[src/rtl/cla_pkg.sv]
// Shared widths and types for the 8-bit carry-lookahead adder.
package cla_pkg;
  localparam int CLA_W = 8;

  typedef logic [CLA_W-1:0] operand_t;
  typedef logic [CLA_W:0]   sum_t;
endpackage

[src/rtl/cla_4bit_group.sv]
// One 4-bit lookahead group: flattened sum-of-products carries plus group generate/propagate.
module cla_4bit_group (
  input  logic [3:0] p,
  input  logic [3:0] g,
  input  logic       cin,
  output logic [3:1] c,
  output logic       gg,
  output logic       gp
);

  // Each carry is a direct two-level expression of p, g and cin; no carry feeds another.
  assign c[1] = g[0]
              | (p[0] & cin);
  assign c[2] = g[1]
              | (p[1] & g[0])
              | (p[1] & p[0] & cin);
  assign c[3] = g[2]
              | (p[2] & g[1])
              | (p[2] & p[1] & g[0])
              | (p[2] & p[1] & p[0] & cin);

  assign gg = g[3]
            | (p[3] & g[2])
            | (p[3] & p[2] & g[1])
            | (p[3] & p[2] & p[1] & g[0]);
  assign gp = &p;

endmodule

[src/rtl/cla_8bit.sv]
// 8-bit two-group carry-lookahead adder with a registered 9-bit sum.
// No handshake: a and b are sampled on every rising clk edge and sum is valid one cycle later.
module cla_8bit
  import cla_pkg::*;
(
  input  logic     clk,
  input  logic     rst,
  input  operand_t a,
  input  operand_t b,
  output sum_t     sum
);

  logic [CLA_W-1:0] p;
  logic [CLA_W-1:0] g;
  logic [CLA_W:0]   c;
  logic             gg0;
  logic             gp0;
  logic             gg1;
  logic             gp1;
  sum_t             s;

  assign p = a ^ b;
  assign g = a & b;

  assign c[0] = 1'b0;

  cla_4bit_group u_group0 (
    .p   (p[3:0]),
    .g   (g[3:0]),
    .cin (c[0]),
    .c   (c[3:1]),
    .gg  (gg0),
    .gp  (gp0)
  );

  // Inter-group carries are lookahead terms; the c[0] products vanish since there is no carry-in.
  assign c[4] = gg0 | (gp0 & c[0]);
  assign c[8] = gg1 | (gp1 & gg0) | (gp1 & gp0 & c[0]);

  cla_4bit_group u_group1 (
    .p   (p[7:4]),
    .g   (g[7:4]),
    .cin (c[4]),
    .c   (c[7:5]),
    .gg  (gg1),
    .gp  (gp1)
  );

  assign s = {c[8], p ^ c[7:0]};

  always_ff @(posedge clk or posedge rst) begin
    if (rst) begin
      sum <= '0;
    end else begin
      sum <= s;
    end
  end

endmodule

[config.mk]
export PLATFORM = sky130hd
export DESIGN_NAME = cla_8bit
export DESIGN_NICKNAME = d
export VERILOG_FILES = /design/src/rtl/cla_pkg.sv /design/src/rtl/cla_4bit_group.sv /design/src/rtl/cla_8bit.sv
export SDC_FILE = /design/constraint.sdc
export NUM_CORES = 1
export LEC_CHECK = 0
export CAP_MARGIN = 20
export CORE_AREA = 2 2 39 41
export DETAILED_ROUTE_END_ITERATION = 10
export DIE_AREA = 0 0 41 43
export DONT_BUFFER_PORTS = 1
export PLACE_DENSITY_LB_ADDON = 0.25
export SLEW_MARGIN = 20
export SYNTH_ARGS = -nofsm -noshare
export SYNTH_HDL_FRONTEND = slang
export SYNTH_HIERARCHICAL = 1
export SYNTH_SLANG_ARGS = --single-unit
[constraint.sdc]
create_clock -name clk -period 0.8 [get_ports clk]
set_input_delay 0.04 -clock clk [delete_from_list [all_inputs] [get_ports clk]]
set_output_delay 0.04 -clock clk [all_outputs]
set_load 0.02 [all_outputs]
* After elaboration in Yosys (flattened, before gate mapping) *
Index checks and enable logic that the tools add are counted.

word-level totals
  memory bits (read-only) = 0
  bits in registers = 9
  output and inout port bits = 9
  bits in latches = 0
  memories = 0
  input port bits = 18
  memory bits (writable) = 0
  word-level logic and storage cells = 45

operators by class
  reduce and logical (&&, ||, !) cells = 1
  divide/modulo/power cells = 0
  equality and inequality tests = 0
  multipliers = 0
  order comparisons = 0
  $add $sub $neg = 0
  bitwise logic cells = 43
  muxes and demuxes = 0
  shifts and indexed selects = 0

operators with widths
  cell                 number
  1-bit AND            24
  1-bit bitwise OR     16
  8-bit bitwise XOR    2
  8-bit AND            1
  4-bit AND reduction  1

* Depth between registers and ports, before layout *
  word-level depth = 8
  depth in mapped cells = 6
  depth with buffers taken out = 6

* Cells and area by module *
Netlist, hierarchy kept.

modules (own cells, without submodules)
  module          instances  sequential area each (um^2)  cells an instance  area an instance (um^2)
  cla_8bit        1          225.2                        27                 402.9
  cla_4bit_group  2          0.0                          9                  58.8

* Worst setup path after synthesis *
Ideal clock, no wire load.

  path kind = input port to flip-flop
  from = input a[1]
  to = register sum[7]
  library setup time = 0.124 ns
  required time = 0.676 ns
  arrival time = 1.158 ns
  cell stages on the path = 6
  buffers on the path = 0
  path slack = -0.482 ns
  cell sequence = ha_1 > a21oi_1 > o21ai_1 > a21o_1 > a31o_1 > xor2_1

between the ends
  word-level cells in the longest chain between the ends = 7
  elaborated cells on any way between the ends = 10
  classes of those cells = bitwise (10)

ends and longest elaborated chain
  element                                                RTL line                                    source
  from (decl)                                            cla_8bit.sv:8                               input operand_t a,
  8-bit AND / 8-bit bitwise XOR (equally long branches)  cla_8bit.sv:23, cla_8bit.sv:22
  1-bit AND, on equally long branches                    cla_4bit_group.sv:24, cla_4bit_group.sv:25
  1-bit bitwise OR / 1-bit AND (equally long branches)   cla_4bit_group.sv:24, cla_4bit_group.sv:25
  1-bit bitwise OR *                                     cla_4bit_group.sv:25                        | (p[3] & p[2] & p[1] & g[0]);
  via c[4]                                               cla_8bit.sv:15                              logic [CLA_W:0] c;
  1-bit AND *                                            cla_4bit_group.sv:20                        | (p[2] & p[1] & p[0] & cin);
  1-bit bitwise OR *                                     cla_4bit_group.sv:20
  via c[7]                                               cla_8bit.sv:15
  8-bit bitwise XOR *                                    cla_8bit.sv:49                              assign s = {c[8], p ^ c[7:0]};
  via s[7]                                               cla_8bit.sv:20                              sum_t s;
  to (signal assigned)                                   cla_8bit.sv:55                              sum <= s;
  to (decl)                                              cla_8bit.sv:10                              output sum_t sum

The timed path passes the listed nets; every way through them passes the cells marked *.

* Final worst setup path *
  from = input a[3]
  to = register sum[7]

between the ends
  word-level cells in the longest chain between the ends = 8
  elaborated cells on any way between the ends = 13
  classes of those cells = bitwise (13)

ends and longest elaborated chain
  element                                               RTL line                                                          source
  8-bit bitwise XOR                                     cla_8bit.sv:22                                                    assign p = a ^ b;
  1-bit AND, on equally long branches                   cla_4bit_group.sv:23, cla_4bit_group.sv:24, cla_4bit_group.sv:25
  1-bit bitwise OR, or another cell as far along        cla_4bit_group.sv:23                                              | (p[3] & g[2])
  1-bit bitwise OR / 1-bit AND (equally long branches)  cla_4bit_group.sv:24, cla_4bit_group.sv:25
  1-bit bitwise OR *                                    cla_4bit_group.sv:25
  via c[4]                                              cla_8bit.sv:15
  1-bit AND *                                           cla_4bit_group.sv:20
  1-bit bitwise OR *                                    cla_4bit_group.sv:20
  via c[7]                                              cla_8bit.sv:15
  8-bit bitwise XOR *                                   cla_8bit.sv:49
  via s[7]                                              cla_8bit.sv:20

Marks and branches as above.

==> results.md <==
- Once routing completed, OpenROAD measured the worst setup slack at -43.3 ps.
- The wire-length estimate of the detail-placed layout is ~930 µm.
- The number of max-slew violations in the final report came to 0.
- The type of the tightest min-delay check is input pin to register.
- The cell area after technology mapping is between 500 and 600 µm².
- The number of CTS-inserted buffers is 3.
- The hold violation count in the final report is 0.
- The flow ran to the end, but the final reports show violations.
- The number of antenna violations at the first check in global routing is 0.
- The post-placement cell count is approximately 70.
- Entering global routing, the biggest net connects 10 pins.
- The clock tree root buffer cell is clkbuf_4.
- CTS built an H-tree with a depth of 1.
- The data arrival at the endpoint of the critical path is 980 ps.
- The first detailed-routing pass took 5 iterations.
- The critical path goes through ha_4 > a21oi_2 > o21ai_2 > a21o_1 > a31o_1 > xor2_1.
- STA classifies the critical path endpoint as a register.
- The kind of cell with the highest combined delay along the critical path is compound AO/OA/AOI/OAI gates.
- The effective utilization at floorplan is 0.370.
- Of the total power, registers draw 0.492.
- The region available for standard cell placement spans 1380 µm².
- In the global route stage, overall resource usage came out at 0.142.
- The library cells used most frequently in the layout, excluding fill and tap cells, are buf_4 (10), dfrtp_1 (9), xor2_1 (7).
- The net count after synthesis is 70.
- The hold path depth is 2.
- The hold path startpoint is b[7].
- Across all layers, the routed design uses ~400 vias.
- The terminating pin of the worst hold path is sum[7].
- The category of the worst setup path launch point is an input pin.
- The number of buffers on the longest clock path is 2.
- Data on the critical path is required at its endpoint by approximately 940 ps.
- The CTS tree is done.
- On the critical path, the stage with the largest delay is an instance of ha_4.
- Counting flops per register, the top entry is sum.
- The detailed-route wire length per cell is about 15 µm.
- The via count of the first global-routing pass is just under 400.
- The switching share of power is 0.320.
- The post-route total power is between 1 and 1.5 mW.
- Wires add up to about 1200 µm.
- Max-cap violations in this run came to 0.
- The mean cell area of the mapped netlist is approximately 12 µm².
- Row generation in the floorplan step produced 14 rows.
- The die covers 1760 µm².
- The chip height is 43 µm.
- The delay contributed by the slowest stage of the critical path is between 200 and 250 ps.
- The part of the cycle the worst path needs is 1.05.
- After detailed routing, the number of vias per cell comes to 5.28.
- For this run the aggregate overflow at the end of global routing stands at 0.
- After detailed routing, the number of remaining DRC violations is 0.
- The time the final worst path needs with I/O delays and setup is roughly 840 ps.
- The layout cell share with drive strength beyond 1 is 0.400.
- The final estimated routing congestion in global placement is 0.859.
- The largest registers in the layout are sum (9).
- In this run the power density over the cells is roughly 1900 nW/µm².
- In this run the worst path has a maximum fanout of 3.
- The total net switching power is between 0.4 and 0.5 mW.
- On the final layout, the worst hold slack is roughly 25 ps.
- The worst setup path is of the input pin to register kind.
- The final count of negative-setup-slack endpoints is 2.
- The number of clock sinks seen by CTS is 9.
- The maximum clock frequency is between 1000 and 1500 MHz.
- For the final routed database, the setup TNS stands at -81.5 ps.
- The buffering stage count on the worst path with inverters included is 0.
- The filler-free cell count of the finished design is 76.
- The checks that failed: setup timing.
- For this design the static power due to leakage is about 0.36 nW.
- Of the total power, the clock network draws 0.235.
- At the end of the flow, the number of nets in the layout was 87.
- In this run the tool buffered the top-level ports with 0 buffer cells.
- The internal power of the cells totals 0.955 mW.
- The count of pins on the block boundary is 27.
- The number of antenna diodes in the final layout is 0.
- The flip-flop count of the largest register after layout is 9.
- The worst supply voltage drop on vdd is approximately 530 µV.
- In this run the remaining antenna-violating nets after routing total 0.
- The fraction of power consumed by combinational cells is 0.273.
- The first global-routing pass estimated about 1700 µm of wire.
- Setup repair after global routing could not meet its margin everywhere.
- Yosys printed 6 warnings.
- From synthesis to final layout, the design area changed by 46.5%.
- The worst setup slack before clock tree synthesis is -326 ps.
- The x dimension of the die is just over 40 µm.
- The gate count of the mapped netlist is between 40 and 50.
- The most common library cell in the layout ignoring fill and taps is buf_4.
- After clock tree synthesis, the clock-pin slew on the worst setup and hold paths is around 60 ps.
- The filler cells instantiated in the layout total about 120.
- The starting DRC count in detailed routing is 4.
layer usage:
layer | up-vias | part of all wire | track usage
met2 | 16 | 0.56 | 0.225
li1 | 192 | - | -
met4 | 0 | 0.0043 | 0.0933
met5 | - | 0 | 0
met1 | 191 | 0.37 | 0.159
met3 | 2 | 0.065 | 0.0314
what timing repair did:
| item | in CTS | in global routing |
|---|---|---|
| resized for setup | 0 | 1 |
| endpoints found under the hold margin | 10 | 0 |
| setup buffers | 1 | 0 |
| hold buffers | 2 | 0 |
| pin swaps | 2 | 1 |
| setup endpoints to repair | 2 | 3 |
power groups by stage:
stage / clock, mW / combinational, mW / sequential (mW)
2_1_floorplan: 0 / 0.237 / 0.688
3_3_place_gp: 0 / 0.321 / 0.695
3_5_place_dp: 0 / 0.347 / 0.702
4_1_cts: 0.344 / 0.367 / 0.693
5_1_grt: 0.376 / 0.415 / 0.702
6_report: 0.330 / 0.383 / 0.690
per-stage QoR:
| step | instance area [µm²] | util |
|---|---|---|
| 6_report | 749 | 0.542 |
| 5_1_grt | 749 | 0.542 |
| 4_1_cts | 742 | 0.536 |
| 3_5_place_dp | 688 | 0.497 |
| 3_3_place_gp | 688 | 0.497 |
| 2_1_floorplan | 601 | - |
final cells by class:
| cell class | count | area (µm²) | area share |
|---|---|---|---|
| sequential | 9 | 225 | 0.301 |
| multi-input combinational | 34 | 379 | 0.506 |
| clock buffer | 4 | 26.3 | 0.0351 |
| tap | 16 | 20.0 | 0.0267 |
| inverter | 1 | 3.75 | 0.00501 |
| timing repair buffer | 12 | 95.1 | 0.127 |
worst max-delay path by stage:
| stage | from | endpoint | slack, ps | cells after the start |
|---|---|---|---|---|
| final | a[3] | sum[7] | -40 | 6 |
| after global routing | a[3] | sum[6] | -80 | 6 |
| after CTS | a[3] | sum[7] | -40 | 6 |
| after detailed placement | a[3] | sum[7] | -330 | 6 |
| after global placement | a[1] | sum[7] | -300 | 6 |
| after floorplan | a[1] | sum[7] | -310 | 6 |
(Power assumes the default switching activity.)
